<file path="src/rtl/unidade_controle_mc_pkg.sv">
// -----------------------------------------------------------------------------
// unidade_controle_mc_pkg
//   Shared definitions for the multi-cycle control/decode stage and its
//   neighbours (ALU, fetch): instruction field positions, opcode constants,
//   ALU operation encodings, decode classes and the control FSM state type.
// -----------------------------------------------------------------------------
package unidade_controle_mc_pkg;

  // Default datapath geometry of the register bank this stage drives.
  localparam int DATA_W_DEF = 16;
  localparam int ADDR_W_DEF = 4;

  // Instruction word layout: [15:12] opcode, [11:8] rc, [7:4] ra, [3:0] rb.
  // The immediate of LI overlays ra/rb as [7:0].
  localparam int OPC_MSB = 15;
  localparam int OPC_LSB = 12;
  localparam int RC_MSB  = 11;
  localparam int RC_LSB  = 8;
  localparam int RA_MSB  = 7;
  localparam int RA_LSB  = 4;
  localparam int RB_MSB  = 3;
  localparam int RB_LSB  = 0;
  localparam int IMM_MSB = 7;
  localparam int IMM_LSB = 0;
  localparam int IMM_W   = IMM_MSB - IMM_LSB + 1;

  // Opcodes. 9..E are undefined and flagged as illegal.
  localparam logic [3:0] OP_NOP  = 4'h0;
  localparam logic [3:0] OP_ADD  = 4'h1;
  localparam logic [3:0] OP_SUB  = 4'h2;
  localparam logic [3:0] OP_AND  = 4'h3;
  localparam logic [3:0] OP_OR   = 4'h4;
  localparam logic [3:0] OP_XOR  = 4'h5;
  localparam logic [3:0] OP_SLT  = 4'h6;
  localparam logic [3:0] OP_SHL  = 4'h7;
  localparam logic [3:0] OP_LI   = 4'h8;
  localparam logic [3:0] OP_HALT = 4'hF;

  // ALU select, always opcode - 1 for the ALU opcodes.
  typedef enum logic [2:0] {
    ALU_ADD = 3'd0,
    ALU_SUB = 3'd1,
    ALU_AND = 3'd2,
    ALU_OR  = 3'd3,
    ALU_XOR = 3'd4,
    ALU_SLT = 3'd5,
    ALU_SHL = 3'd6
  } alu_op_t;

  // What the control FSM does after DECODE.
  typedef enum logic [2:0] {
    CLS_NOP,
    CLS_ALU,
    CLS_LI,
    CLS_HALT,
    CLS_ILLEGAL
  } instr_class_t;

  typedef enum logic [2:0] {
    S_IDLE,
    S_DECODE,
    S_EXEC,
    S_WRITE,
    S_HALTED
  } state_t;

  // Maps an ALU opcode (1..7) onto its ALU select.
  function automatic logic [2:0] alu_op_of(input logic [3:0] opc);
    logic [3:0] sel;
    sel = opc - 4'd1;
    return sel[2:0];
  endfunction

endpackage : unidade_controle_mc_pkg

</file>
<file path="src/rtl/unidade_controle_mc_decodificador_instr.sv">
// -----------------------------------------------------------------------------
// decodificador_instr
//   Purely combinational instruction decoder used by unidade_controle_mc.
//   Classifies the opcode held in the instruction register and extracts the
//   ALU select and the zero-extended immediate.
//
// Ports
//   opcode   in   4       opcode field of the instruction register
//   imm8     in   8       immediate field of the instruction register
//   cls      out  class   next-step class (NOP / ALU / LI / HALT / ILLEGAL)
//   alu_op   out  3       ALU select (opcode - 1), 0 for non-ALU opcodes
//   imm      out  DATA_W  immediate zero-extended to the datapath width
//   illegal  out  1       opcode is undefined (9..E)
// -----------------------------------------------------------------------------
module decodificador_instr
  import unidade_controle_mc_pkg::*;
#(
  parameter int DATA_W = DATA_W_DEF
) (
  input  logic [3:0]        opcode,
  input  logic [IMM_W-1:0]  imm8,
  output instr_class_t      cls,
  output logic [2:0]        alu_op,
  output logic [DATA_W-1:0] imm,
  output logic              illegal
);

  assign imm = {{(DATA_W - IMM_W){1'b0}}, imm8};

  always_comb begin
    // NOTE: every output gets a default before the case so that no path
    // leaves one unassigned, which would otherwise infer a latch.
    cls     = CLS_ILLEGAL;
    alu_op  = ALU_ADD;
    illegal = 1'b0;
    case (opcode)
      OP_NOP:  cls = CLS_NOP;
      OP_ADD, OP_SUB, OP_AND, OP_OR, OP_XOR, OP_SLT, OP_SHL: begin
        cls    = CLS_ALU;
        alu_op = alu_op_of(opcode);
      end
      OP_LI:   cls = CLS_LI;
      OP_HALT: cls = CLS_HALT;
      default: begin
        cls     = CLS_ILLEGAL;
        illegal = 1'b1;
      end
    endcase
  end

endmodule : decodificador_instr

</file>
<file path="src/rtl/unidade_controle_mc.sv">
// -----------------------------------------------------------------------------
// unidade_controle_mc
//   Multi-cycle control/decode stage sitting directly in front of the 16x16
//   register bank. Takes one instruction at a time from fetch (valid/ready),
//   decodes it and drives the bank's read/write addresses, write enable and
//   write data. Write data is either the combinational ALU result (registered
//   in EXEC) or the zero-extended LI immediate. One instruction in flight.
//
//   Sequence per instruction:  IDLE -> DECODE -> [EXEC] -> [WRITE] -> IDLE
//     ALU ops : DECODE, EXEC, WRITE   (write in the 3rd cycle after accept)
//     LI      : DECODE, WRITE         (write in the 2nd cycle after accept)
//     NOP     : DECODE                (back in IDLE the 2nd cycle)
//     9..E    : DECODE, then IDLE with a one-cycle illegal pulse
//     HALT    : DECODE, then HALTED until reset
//
// Ports
//   clk          in   1       system clock, rising edge
//   rst_n        in   1       asynchronous active-low reset
//   instr        in   16      instruction word
//   instr_valid  in   1       fetch presents instr
//   instr_ready  out  1       stage can accept instr (only in IDLE)
//   regA         out  ADDR_W  bank read address A
//   regB         out  ADDR_W  bank read address B
//   regC         out  ADDR_W  bank write address
//   RW           out  1       bank write enable, high for the WRITE cycle
//   dado         out  DATA_W  bank write data
//   alu_op       out  3       ALU operation select
//   alu_result   in   DATA_W  combinational ALU result from bank outputs A/B
//   halted       out  1       HALT has executed
//   illegal      out  1       one-cycle pulse on an undefined opcode
//   retired_cnt  out  16      (only with UNIDADE_CONTROLE_PERF_EN) count of
//                             completed writes and NOPs, wraps at 0xFFFF
//
// Build option
//   UNIDADE_CONTROLE_PERF_EN : adds the retired_cnt port and counter.
// -----------------------------------------------------------------------------
module unidade_controle_mc
  import unidade_controle_mc_pkg::*;
#(
  parameter int DATA_W = DATA_W_DEF,
  parameter int ADDR_W = ADDR_W_DEF
) (
  input  logic              clk,
  input  logic              rst_n,
  input  logic [15:0]       instr,
  input  logic              instr_valid,
  output logic              instr_ready,
  output logic [ADDR_W-1:0] regA,
  output logic [ADDR_W-1:0] regB,
  output logic [ADDR_W-1:0] regC,
  output logic              RW,
  output logic [DATA_W-1:0] dado,
  output logic [2:0]        alu_op,
  input  logic [DATA_W-1:0] alu_result,
  output logic              halted,
  output logic              illegal
`ifdef UNIDADE_CONTROLE_PERF_EN
  ,
  output logic [15:0]       retired_cnt
`endif
);

  state_t state;

  // Instruction register. The register-address fields are copied straight to
  // regA/regB/regC on accept, so only the opcode and immediate are kept here.
  logic [3:0]       ir_opc;
  logic [IMM_W-1:0] ir_imm;

  instr_class_t      dec_cls;
  logic [2:0]        dec_alu_op;
  logic [DATA_W-1:0] dec_imm;
  logic              dec_illegal;

  decodificador_instr #(
    .DATA_W (DATA_W)
  ) u_dec (
    .opcode  (ir_opc),
    .imm8    (ir_imm),
    .cls     (dec_cls),
    .alu_op  (dec_alu_op),
    .imm     (dec_imm),
    .illegal (dec_illegal)
  );

  // Ready is the only unregistered output. Gating with rst_n keeps it low
  // while reset is held even though the state already reads IDLE.
  assign instr_ready = rst_n && (state == S_IDLE);

  always_ff @(posedge clk or negedge rst_n) begin
    if (!rst_n) begin
      state   <= S_IDLE;
      ir_opc  <= '0;
      ir_imm  <= '0;
      regA    <= '0;
      regB    <= '0;
      regC    <= '0;
      RW      <= 1'b0;
      dado    <= '0;
      alu_op  <= '0;
      halted  <= 1'b0;
      illegal <= 1'b0;
`ifdef UNIDADE_CONTROLE_PERF_EN
      retired_cnt <= '0;
`endif
    end else begin
      // NOTE: non-blocking assignments throughout, so every register updates
      // from the values sampled at this edge regardless of statement order.
      // RW and illegal are single-cycle strobes; they fall unless a branch
      // below raises them for the next cycle.
      RW      <= 1'b0;
      illegal <= 1'b0;

      case (state)
        S_IDLE: begin
          if (instr_valid) begin
            ir_opc <= instr[OPC_MSB:OPC_LSB];
            ir_imm <= instr[IMM_MSB:IMM_LSB];
            // Addresses settle during DECODE and hold through WRITE, so the
            // level-sensitive bank never sees regC move while RW is high.
            regA   <= ADDR_W'(instr[RA_MSB:RA_LSB]);
            regB   <= ADDR_W'(instr[RB_MSB:RB_LSB]);
            regC   <= ADDR_W'(instr[RC_MSB:RC_LSB]);
            state  <= S_DECODE;
          end
        end

        S_DECODE: begin
          if (dec_illegal) begin
            illegal <= 1'b1;
            state   <= S_IDLE;
          end else begin
            case (dec_cls)
              CLS_ALU: begin
                alu_op <= dec_alu_op;
                state  <= S_EXEC;
              end
              CLS_LI: begin
                dado  <= dec_imm;
                RW    <= 1'b1;
                state <= S_WRITE;
              end
              CLS_HALT: begin
                halted <= 1'b1;
                state  <= S_HALTED;
              end
              default: begin
                // NOP retires immediately without touching the bank.
`ifdef UNIDADE_CONTROLE_PERF_EN
                retired_cnt <= retired_cnt + 16'd1;
`endif
                state <= S_IDLE;
              end
            endcase
          end
        end

        S_EXEC: begin
          // The bank outputs at regA/regB feed the ALU combinationally; the
          // result is frozen here so dado is stable for the whole WRITE cycle.
          dado  <= alu_result;
          RW    <= 1'b1;
          state <= S_WRITE;
        end

        S_WRITE: begin
`ifdef UNIDADE_CONTROLE_PERF_EN
          retired_cnt <= retired_cnt + 16'd1;
`endif
          state <= S_IDLE;
        end

        S_HALTED: begin
          state <= S_HALTED;
        end

        default: begin
          state <= S_IDLE;
        end
      endcase
    end
  end

endmodule : unidade_controle_mc

</file>
<file path="config.mk">
export PLATFORM = sky130hd
export DESIGN_NAME = unidade_controle_mc
export DESIGN_NICKNAME = d
export VERILOG_FILES = /design/src/rtl/unidade_controle_mc_pkg.sv /design/src/rtl/unidade_controle_mc_decodificador_instr.sv /design/src/rtl/unidade_controle_mc.sv
export SDC_FILE = /design/constraint.sdc
export NUM_CORES = 1
export LEC_CHECK = 0
export ABC_CLOCK_PERIOD_IN_PS = 5290
export CORE_UTILIZATION = 40
export DETAILED_ROUTE_END_ITERATION = 16
export GPL_ROUTABILITY_DRIVEN = 0
export PLACE_DENSITY = 0.71
export SKIP_CTS_REPAIR_TIMING = 1
export SLEW_MARGIN = 20
export SYNTH_ARGS = -nofsm -noshare
export SYNTH_HDL_FRONTEND = slang
export SYNTH_SLANG_ARGS = --single-unit
</file>
<file path="constraint.sdc">
create_clock -name clk -period 5.29 [get_ports clk]
set_clock_uncertainty 0.1 [all_clocks]
set_input_delay 0.7935 -clock clk [delete_from_list [all_inputs] [get_ports clk]]
set_output_delay 0.7935 -clock clk [all_outputs]
set_load 0.005 [all_outputs]
</file>
Word-level counts from Yosys, hierarchy flattened
Index checks and enable logic that the tools add are counted.
{ "word_totals": {"regBits": 49, "inputBits": 35, "out_inout_bits": 35, "wordCells": 54} }
{ "op_classes": {"n_addsub": 1, "eq_ne": 18, "muxes": 14, "reduce_logical": 10} }
{ "op_table": {"columns": ["operator", "count"], "rows": [
  ["$mux W16", 2],
  ["$pmux W16 S2", 1],
  ["$pmux W3 S4", 2],
  ["$eq A4 B3 Y1 const B", 4],
  ["$reduce_or A10 Y1", 1],
  ["$eq A3 B2 Y1 const B", 3],
  ["$mux W3", 3],
  ["$pmux W3 S3", 1],
  ["$reduce_and A3 Y1", 3],
  ["$eq A4 B2 Y1 const B", 2],
  ["$eq A4 B4 Y1 const B", 2],
  ["$reduce_or A7 Y1", 1],
  ["$eq A3 B1 Y1 const B", 2],
  ["$ne A2 B2 Y1 const B", 3],
  ["$eq A4 B1 Y1 const B", 1],
  ["$logic_not A4 Y1", 1],
  ["$mux W1", 4],
  ["$eq A3 B3 Y1 const B", 1],
  ["$logic_not A3 Y1", 1],
  ["$sub A3 B1 Y3 const B", 1],
  ["$pmux W1 S2", 1],
  ["$reduce_and A2 Y1", 1],
  ["$reduce_bool A2 Y1", 1],
  ["$logic_and A1 B1 Y1", 1]
]} }

Depth between registers and ports, before layout
{ "logic_depth": {"ltp_word": 7, "ltp_mapped": 6, "ltp_nobuf": 6} }

By module
Synthesis repeated with hierarchy kept, for this count alone.
{ "unflattened": {"hier_cells": 200, "area_unflattened_um2": 2168.3} }
{ "by_module_without_submodules": {"columns": ["mod", "n_inst", "cells_each", "area_per_inst_um2", "seq_area_each_um2"], "rows": [
  ["unidade_controle_mc", 1, 161, 1870.5, 1026.0],
  ["decodificador_instr", 1, 39, 297.8, 0.0]
]} }

Least setup slack after synthesis
No wires, ideal clock.
{ "synth_path": {"kind": "input port to output port", "from": "in rst_n", "to": "out instr_ready", "arrival_time_ps": 918, "t_required_ps": 4397, "slack_ps": 3478, "cell_stages": 1, "n_path_buf": 0, "path_cell_list": "and2_1"} }
{ "synth_between": {"elab_chain_cells": 1} }
{ "synth_rtl": {"columns": ["item", "line_no", "text"], "rows": [
  ["from (decl)", "unidade_controle_mc.sv:44", "input logic rst_n,"],
  ["$logic_and A1 B1 Y1", "unidade_controle_mc.sv:88", "assign instr_ready = rst_n && (state == S_IDLE);"],
  ["to (decl)", "unidade_controle_mc.sv:47", "output logic instr_ready,"]
]} }
No other way between the ends.

Worst setup path in the final report
Same ends and word-level chain as after synthesis.

==> reports/metrics.yaml <==
status: "finished clean"
grt_max_degree: 43
postLayoutCoreUtil: 0.6025
antenna_found_initial: 0
drive_above_1_share: 0.2041
yosysSeqAreaShare: 0.5571
tightest_slew_ns: 0.9077
dpl_cell_area_mm2: 0.002555
cts_buffers: 5
drc_errors: 0
min_path_cells: 1
ys_types: 31
io_pins: 70
crit_chain: "buf_2, and2_1, clkdlybuf4s50_1"
fin_nets: 236
core_mm2: 0.004384
clock_sinks: 41
critPathSlowestCell: "buf_2"
crit_buf_inv: 2
stdcell_count: 248
endpoint_kind: "output pin"
finalHoldViolCount: 0
max_stage_delay_ns: 0.68
track_usage: 0.1802
synth.area.top_cells: "dfrtp_1 56%, mux2_2 11%, mux2_4 6.5%"
cts_tree: "done"
initial_core_util: 0.4201
rsz0062_at_grt: "false"
clockRootBuffer: "clkbuf_8"
die_h_um: 69.86
vias_per_cell: 5.065
drt_iter0_drc: 93
yosysWarningCount: 0
cts.htree.levels: 2
finalSetupViolations: 0
antenna_cells: 0
cp_data_required_time_ns: 4.40
synth_edf_count: 0
synth_area_mm2: 0.001842
fmax_mhz: 322.9
areaGrowthSynthToFinish_pct: 43.41
ys_seq_elements: 41
post_drt_wl_per_cell_um: 15.85
final_cell_area_mm2: 0.002641
synth_top_area_share: 0.5571
clk_pin_slew_ns: 0.07
ys_async_sr_fraction: 1.000
final_max_slew_viol_count: 0
firstDrtPassIters: 4
die_w_um: 69.86
rr_worst_depth: 3
io_buffers: 69
avgSynthCellArea_um2: 14.85
cp.depth: 3
tns_ns: 0
hold_path.startpoint: "halted"
power_leakage_nw: 1.127
first_global_vias: 1396
cpLargestDelayFamily: "buffers and inverters"
antenna_left: 0
synth_area_leader_cell: "dfrtp_1"
clkLatencyLatePin_ns: 0.29
synth_cells: 124
maxSlewHeadroom: 0.3949
path_class: "in2out"
r2r-start: "state[2]"
synth_most_common_cell: "dfrtp_1"
dp_cells: 241
rows: 24
worstPathArrival_ns: 2.20
synth_common_cells: "41 x dfrtp_1, 18 x mux2_2, 8 x a22o_1, 8 x mux2_4, 6 x mux2_1"
grt_overflow: 0
cp_max_fo: 42
crit_start: "rst_n"
ir_drop_v: 0.0003234
hpwl_um: 2712
period_share: 0.5854
wirelength_um: 3930
critPathLaunchType: "input port"
grt_pass1_wl_um: 6844
vias: 1256
design.die.area_mm2: 0.004880
cap_violations: 0
finalCriticalPeriod_ns: 3.097
cts_buffer_depth: 2
synth_flop_cell: "dfrtp_1"
p_per_area_mw_per_mm2: 585.1
layout_setup_ws_ns: 2.193
hold_path_class: "reg2reg"
pre_cts_ws_ns: 2.104
synth_nets: 164
## power breakdown
group	total (mW)	leakage, nW	switching (mW)	internal (mW)
clock	0.208	0.0443	0.104	0.104
combinational	0.756	0.585	0.260	0.496
sequential	0.582	0.498	0.115	0.467
total	1.55	1.13	0.479	1.07
## worst register-to-register path, cell delays in order (launching register included)
cell and delay, ns:
dfrtp_1 0.46, nor3_1 0.42, and2_1 0.65, mux2_2 0.41
## kinds of logic after synthesis
family | synth area share
xor+xnor | 0.004756
flops | 0.5571
buf+inv | 0.03193
mux | 0.2174
simple gates | 0.07609
compound gates | 0.07881
fa+ha+maj | 0.03397
## layout make-up
| type | count | area [um^2] |
|---|---|---|
| fill | 324 | 1743 |
| multi-input combinational | 74 | 757.0 |
| timing repair buffer | 69 | 685.7 |
| tap | 52 | 65.06 |
| clock buffer | 7 | 86.33 |
| inverter | 5 | 21.27 |
| sequential | 41 | 1026 |
## stage by stage
| step | power [mW] | hold slack (ns) |
|---|---|---|
| 2_1_floorplan | 0.9957 | 0.3678 |
| 3_3_place_gp | 1.326 | 0.3605 |
| 3_5_place_dp | 1.347 | 0.3651 |
| 4_1_cts | 1.563 | 0.3854 |
| 5_1_grt | 1.660 | 0.3948 |
| 6_report | 1.546 | 0.3797 |
## path summary, 6_finish.rpt
kind | end | slack, ns
setup / recovery | instr_ready | 2.19
hold / removal | halted | 0.38
setup reg to reg | regC[0] | 3.13
hold reg to reg | halted | 0.38
max in group asynchronous | regC[2] | 3.99
min in group asynchronous | alu_op[2] | 0.53
## registers in the layout (all words and copies together) (netlist names)
signal	cells
illegal	1
ir_imm	2
regC	4
RW	1
state	3
ir_opc	4
alu_op	3
regA	3
regB	3
halted	1
dado	16
## cell usage in the layout (no fill, tap or decap), types with 2 or more instances in the layout
cell type         n
and2_1            2
nor3_1            2
mux2_2           18
mux2_4            8
nor2b_1           2
dfrtp_1          41
o21ai_0           2
mux2_1            6
clkdlybuf4s50_1  68
nand3_1           3
a22o_1            8
nor2_1            3
inv_1             4
ha_1              5
clkbuf_8          6
## per-layer routing
metal / vias to the layer above / wire (um) / GRT usage
met5: - / 0 / 0
met4: 0 / 49 / 0.06000
met3: 6 / 200 / 0.05916
met2: 40 / 1926 / 0.2842
met1: 626 / 1754 / 0.2345
li1: 584 / - / -
(Power assumes the default switching activity.)
